$ cat config.mk
export PLATFORM = sky130hd
export DESIGN_NAME = lpif_tx_control_dataflow
export DESIGN_NICKNAME = d
export VERILOG_FILES = /design/src/rtl/lpif_tx_control_dataflow.sv
export SDC_FILE = /design/constraint.sdc
export NUM_CORES = 2
export LEC_CHECK = 0
export ABC_CLOCK_PERIOD_IN_PS = 44900
export CAP_MARGIN = 20
export CELL_PAD_IN_SITES_DETAIL_PLACEMENT = 1
export CELL_PAD_IN_SITES_GLOBAL_PLACEMENT = 1
export CORE_AREA = 5 5 703 705
export CTS_BUF_LIST = sky130_fd_sc_hd__clkbuf_16
export DETAILED_ROUTE_END_ITERATION = 16
export DIE_AREA = 0 0 708 710
export GPL_ROUTABILITY_DRIVEN = 0
export PLACE_DENSITY = 0.42
export SETUP_SLACK_MARGIN = 0.5
export SLEW_MARGIN = 0
export SYNTH_ARGS = -nofsm -noshare
export SYNTH_HDL_FRONTEND = slang
export SYNTH_SLANG_ARGS = --single-unit
$ cat constraint.sdc
create_clock -name clk -period 44.9 [get_ports clk]
set_input_delay 6.735 -clock clk [delete_from_list [all_inputs] [get_ports clk]]
set_output_delay 6.735 -clock clk [all_outputs]
set_load 0.05 [all_outputs]
$ cat src/rtl/lpif_tx_control_dataflow.sv
// LPIF transmit beat buffer: masks invalid bytes, queues beats toward TX framing,
// and runs a TLP/DLLP framing checker that raises a sticky protocolError.
module lpif_tx_control_dataflow #(
  parameter int DEPTH = 2
) (
  input  logic         clk,
  input  logic         reset,
  input  logic         lp_irdy,
  input  logic [511:0] lp_data,
  input  logic [63:0]  lp_valid,
  input  logic [63:0]  lp_tlpstart,
  input  logic [63:0]  lp_tlpend,
  input  logic [63:0]  lp_tlpedb,
  input  logic [63:0]  lp_dllpstart,
  input  logic [63:0]  lp_dllpend,
  output logic         pl_trdy,
  output logic [511:0] packetData,
  output logic [63:0]  packetValid,
  output logic [63:0]  tlpstart,
  output logic [63:0]  tlpend,
  output logic [63:0]  edb,
  output logic [63:0]  dllpstart,
  output logic [63:0]  dllpend,
  output logic         txValid,
  input  logic         txReady,
  output logic         protocolError
);
  localparam int AW = $clog2(DEPTH);
  localparam int CW = AW + 1;
  localparam logic [CW-1:0] CNT_DEPTH = CW'(DEPTH);
  localparam logic [CW-1:0] CNT_ONE   = CW'(1);
  localparam logic [AW-1:0] PTR_ONE   = AW'(1);

  typedef enum logic [1:0] {IDLE = 2'd0, IN_TLP = 2'd1, IN_DLLP = 2'd2} chk_state_t;

  typedef struct packed {
    logic [511:0] data;
    logic [63:0]  valid;
    logic [63:0]  tlps;
    logic [63:0]  tlpe;
    logic [63:0]  edb;
    logic [63:0]  dlls;
    logic [63:0]  dlle;
  } beat_t;

  beat_t         r_mem [DEPTH];
  logic [AW-1:0] r_wptr;
  logic [AW-1:0] r_rptr;
  logic [CW-1:0] r_count;
  chk_state_t    r_state;
  logic          r_err;

  beat_t      w_wbeat;
  beat_t      w_head;
  logic       w_push;
  logic       w_pop;
  logic       w_empty;
  logic [2:0] w_scan;

  // Walks bytes 0..63 of a masked beat; returns {error, final checker state}.
  function automatic logic [2:0] scan_beat(input chk_state_t st_in, input beat_t b);
    chk_state_t st;
    logic       err;
    logic [4:0] m;
    st  = st_in;
    err = 1'b0;
    for (int k = 0; k < 64; k++) begin
      m = {b.tlps[k], b.tlpe[k], b.edb[k], b.dlls[k], b.dlle[k]};
      if (m != 5'b00000) begin
        case (st)
          IDLE: begin
            if (m == 5'b10000) st = IN_TLP;
            else if (m == 5'b00010) st = IN_DLLP;
            else begin err = 1'b1; st = IDLE; end
          end
          IN_TLP: begin
            if (m == 5'b01000 || m == 5'b00100 || m == 5'b01100) st = IDLE;
            else begin err = 1'b1; st = IDLE; end
          end
          IN_DLLP: begin
            if (m == 5'b00001) st = IDLE;
            else begin err = 1'b1; st = IDLE; end
          end
          default: begin err = 1'b1; st = IDLE; end
        endcase
      end
    end
    return {err, st};
  endfunction

  assign w_empty = (r_count == '0);
  assign txValid = ~w_empty;
  assign pl_trdy = (r_count < CNT_DEPTH);
  // Beats with no valid byte are accepted on the handshake but never stored.
  assign w_push  = lp_irdy & pl_trdy & (lp_valid != 64'd0);
  assign w_pop   = txValid & txReady;
  assign w_head  = r_mem[r_rptr];
  assign w_scan  = scan_beat(r_state, w_wbeat);

  always_comb begin
    w_wbeat.valid = lp_valid;
    w_wbeat.tlps  = lp_tlpstart  & lp_valid;
    w_wbeat.tlpe  = lp_tlpend    & lp_valid;
    w_wbeat.edb   = lp_tlpedb    & lp_valid;
    w_wbeat.dlls  = lp_dllpstart & lp_valid;
    w_wbeat.dlle  = lp_dllpend   & lp_valid;
    w_wbeat.data  = '0;
    for (int k = 0; k < 64; k++) begin
      w_wbeat.data[8*k +: 8] = lp_data[8*k +: 8] & {8{lp_valid[k]}};
    end
  end

  always_ff @(posedge clk) begin
    if (w_push && !reset) begin
      r_mem[r_wptr] <= w_wbeat;
    end
  end

  always_ff @(posedge clk) begin
    if (reset) begin
      r_wptr  <= '0;
      r_rptr  <= '0;
      r_count <= '0;
    end else begin
      if (w_push) r_wptr <= r_wptr + PTR_ONE;
      if (w_pop)  r_rptr <= r_rptr + PTR_ONE;
      if (w_push && !w_pop)      r_count <= r_count + CNT_ONE;
      else if (w_pop && !w_push) r_count <= r_count - CNT_ONE;
    end
  end

  always_ff @(posedge clk) begin
    if (reset) begin
      r_state <= IDLE;
      r_err   <= 1'b0;
    end else if (w_push) begin
      r_state <= chk_state_t'(w_scan[1:0]);
      r_err   <= r_err | w_scan[2];
    end
  end

  assign protocolError = r_err;
  assign packetData    = w_empty ? 512'd0 : w_head.data;
  assign packetValid   = w_empty ? 64'd0  : w_head.valid;
  assign tlpstart      = w_empty ? 64'd0  : w_head.tlps;
  assign tlpend        = w_empty ? 64'd0  : w_head.tlpe;
  assign edb           = w_empty ? 64'd0  : w_head.edb;
  assign dllpstart     = w_empty ? 64'd0  : w_head.dlls;
  assign dllpend       = w_empty ? 64'd0  : w_head.dlle;

endmodule

==> reports/qor.csv <==
stage,metric,value,unit
outcome,outcome,completed,
setup_path,worst_ep_arrival_time,27.55,ns
cts,post_cts_resized,0,
floorplan,fp-row-count,257,
pwr,clock_power_share,0.256,
synthesis,synth_sequential_area_ratio,0.648,
setup_path,cpMostUsedCell,mux2i_1,
cts,clkLatencyLatePin,0.92,ns
routing,final_wirelength,478000,um
setup_path,critical_path.max_stage_delay,0.99,ns
synthesis,synth_area,83300,um^2
pwr,power.share.combinational,0.467,
global_routing,grt-ovfl-total,0,
setup_path,kind_of_launch_point_of_the_worst_setup_path,input pin,
sta,worst_slack,18.20,ns
cts,cts.reportedPaths.clkPinSlew,0.06,ns
sta,period_needed,26.70,ns
routing,detail_route.iter0.violations,3826,
cts,postCtsHoldBufs,0,
final_layout,final.fill_count,53800,
sta,whs,0.516,ns
cts,root_buffer,clkbuf_16,
global_routing,largest_net_degree_at_the_start_of_global_routing,146,
sta,slew_headroom,0.188,
final_layout,final_layout_net_count,9335,
routing,drc,0,
global_routing,global_route_wire_length_before_repair,622000,um
synthesis,synth.distinct_cells,116,
placed_design,pre_cts_ws,17.62,ns
pwr,netSwitchingPower,3360,uW
routing,vias_per_cell,4.16,
floorplan,die_y,710,um
synthesis,synth.avg_cell_area,12.7,um^2
sta,report.final.hold_viol_count,0,
sta,timing.final.setup_violations,0,
synthesis,synth_area_leader,edfxtp_1,
synthesis,synth-main-ff-cell,edfxtp_1,
cts,clk_path_buf_depth,4,
setup_path,worst-path-max-fanout,21,
setup_path,critical_path_buf_inv_count,1,
floorplan,die_width,708,um
setup_path,crit-reg2reg-launch,r_state[1]$_SDFFE_PP0P_,
setup_path,crit_slowest_cell,clkdlybuf4s50_1,
floorplan,placeableCoreArea,488000,um^2
placed_design,post_dp_cell_area,109000,um^2
global_routing,grt_pass1_vias,67200,
synthesis,synthDominantCellAreaShare,0.646,
sta,setup_skew,0.0502,ns
sta,post-route-period-util,0.595,
pwr,fin_total_pwr,7410,uW
placed_design,port-buffer-count,1798,
synthesis,syn-num-nets,7460,
sta,final_max_slew_viol_count,0,
sta,worst-slew-pin-transition,1.21,ns
cts,clkSinkCount,1800,
routing,detail-route-antenna-nets,0,
pwr,pwr_density_cell,63.3,nW/um^2
final_layout,drive_gt1_frac,0.0736,
synthesis,synthTopCellsByArea,"edfxtp_1, mux2i_1, and2_1",
pwr,internal_power,4050,uW
routing,drt_pass1_iterations,5,
setup_path,crit_family,compound AO/OA/AOI/OAI gates,
global_routing,grt_antenna_before_repair,216,
setup_path,cp.required,45.76,ns
sta,grt_setup_unrepaired,false,
synthesis,dominant_combinational_cell_family_by_area_after_synthesis,simple AND/OR/NAND/NOR gates,
placed_design,detailed_place_hpwl,373000,um
cts,htreeDepth,4,
cts,numCtsBuffers,238,
global_routing,grt_use_total,0.181,
synthesis,yosys-top-cells-count,"edfxtp_1, nor2_1, mux2i_1, and2_1, nand2_1",
pwr,leakagePower,0.0388,uW
floorplan,initial_core_util,0.171,
synthesis,synthSimpleGateAreaFrac,0.170,
sta,fmax,0.0375,GHz
synthesis,yosys_register_bits,1800,
routing,routed_wire_length_per_instance,31.5,um
floorplan,boundaryPins,1799,
synthesis,synth-adder-area-share,0.000150,
flow_run,cap_viol_max_count,0,
setup_path,criticalPathCategory,input pin to register,
final_layout,postLayoutCoreUtil,0.240,
cts,tritoncts,done,
pwr,power.switching_fraction,0.454,
synthesis,synth_mux_area_frac,0.115,
floorplan,floorplan.die_area,503000,um^2
hold_path,hold_path_class,register to register,
synthesis,synthesis.instances,6559,
setup_path,critical_path.startpoint,lp_valid[2],
synthesis,ys.warnings.count,0,
setup_path,setup.worst_path.end_class,register,
synthesis,yosys.cell_count.top_type,edfxtp_1,
cts,postCtsSetupRepairBufs,0,
synthesis,synth-compound-area-share,0.0457,
pwr,worst_ir_drop_vdd,43.6,uV
final_layout,combined_area_of_the_multi_input_logic_cells,27800,um^2
synthesis,synth-xor-area-share,0.00179,
pwr,power.sequential.fraction,0.277,
final_layout,finish.instance_area,117000,um^2
synthesis,asyncSetResetFlopFracSynth,0,
hold_path,hold_path_startpoint,r_rptr$_SDFFE_PP0P_,
routing,routed-via-count,63100,
final_layout,layout-area-overhead-vs-synth,40.5,%
final_layout,seq_area,54000,um^2
synthesis,number_of_synthesized_flops_with_an_enable_pin,1792,
-- flip-flops by register name, indices dropped and copies added (netlist names), named ones only --
| signal | flops |
|---|---|
| r_count | 2 |
| r_mem | 1792 |
| r_wptr | 1 |
| r_state | 2 |
| r_rptr | 1 |
| protocolError | 1 |
-- area by class of cell --
cell class / count / area share
diodes: 52 / 0.00111
inverters: 128 / 0.00411
clock buffers: 241 / 0.0515
clock inverters: 188 / 0.0135
well taps: 6475 / 0.0692
multi-input cells: 4340 / 0.237
repair buffers: 1926 / 0.162
flip-flops and latches: 1800 / 0.461
-- power groups by stage --
stage / logic, uW / registers [uW] / clock network (uW)
2_1_floorplan: 1970 / 2320 / 0
3_3_place_gp: 3560 / 2090 / 0
3_5_place_dp: 3560 / 2090 / 0
4_1_cts: 3570 / 2060 / 1970
5_1_grt: 3600 / 2070 / 2040
6_report: 3460 / 2050 / 1890
-- logic make-up after synthesis --
group / Yosys count
AOI/OAI and AO/OA: 521
xor gates and xnor gates: 17
adders and majority gates: 1
buffers and inverters: 419
DFF: 1800
muxes: 956
and+or+nand+nor: 2845
-- per-layer routing --
metal  GRT usage  vias up  routed length (um)
met5           0        -                 837
met4      0.0510      128               15500
met3      0.0478      643               29900
met2       0.336     1965              248000
met1       0.202    32400              183000
li1            -    27900                   -
-- worst register-to-register path: cells and delay by family (launching register included) --
| family | cells | cell delay, ns |
|---|---|---|
| and+or+nand+nor | 21 | 6.98 |
| AOI/OAI and AO/OA | 32 | 11.21 |
| muxes | 4 | 1.36 |
| DFF | 1 | 0.46 |
-- through the flow --
| stage | cells | setup TNS [ns] |
|---|---|---|
| floorplan | 6559 | -3615.62 |
| global placement | 14700 | 0 |
| detailed placement | 14700 | 0 |
| CTS | 15100 | 0 |
| global route | 15100 | 0 |
| finish | 15200 | 0 |
-- final timing paths --
| check | to | slack, ns | cells after the start |
|---|---|---|---|
| min reg2reg | r_rptr$_SDFFE_PP0P_ | 0.52 | 2 |
| max | protocolError$_SDFFE_PP0P_ | 18.20 | 57 |
| max reg2reg | protocolError$_SDFFE_PP0P_ | 24.80 | 57 |
| min | r_rptr$_SDFFE_PP0P_ | 0.52 | 2 |
-- layout by cell type (no fill, tap or decap), drive strengths merged, types with 12 or more instances in the layout --
cell,n
nand4b,22
o211ai,34
mux2i,940
a21o,12
nor4b,26
o22ai,23
nand2,302
o41ai,12
nand3,105
or4,39
nor2,1211
or2,65
a31oi,35
nand2b,22
o31ai,18
and2,748
a22oi,13
and3,26
bufinv,23
edfxtp,1792
a211oi,28
or3,26
a21oi,100
clkinv,95
nor4,97
nor3,78
clkbuf,241
inv,191
mux2,16
clkdlybuf4s50,1766
diode,52
nor2b,13
o21ai,103
buf,160
nand4,19
No activity file was read; power rests on OpenSTA's default activity.
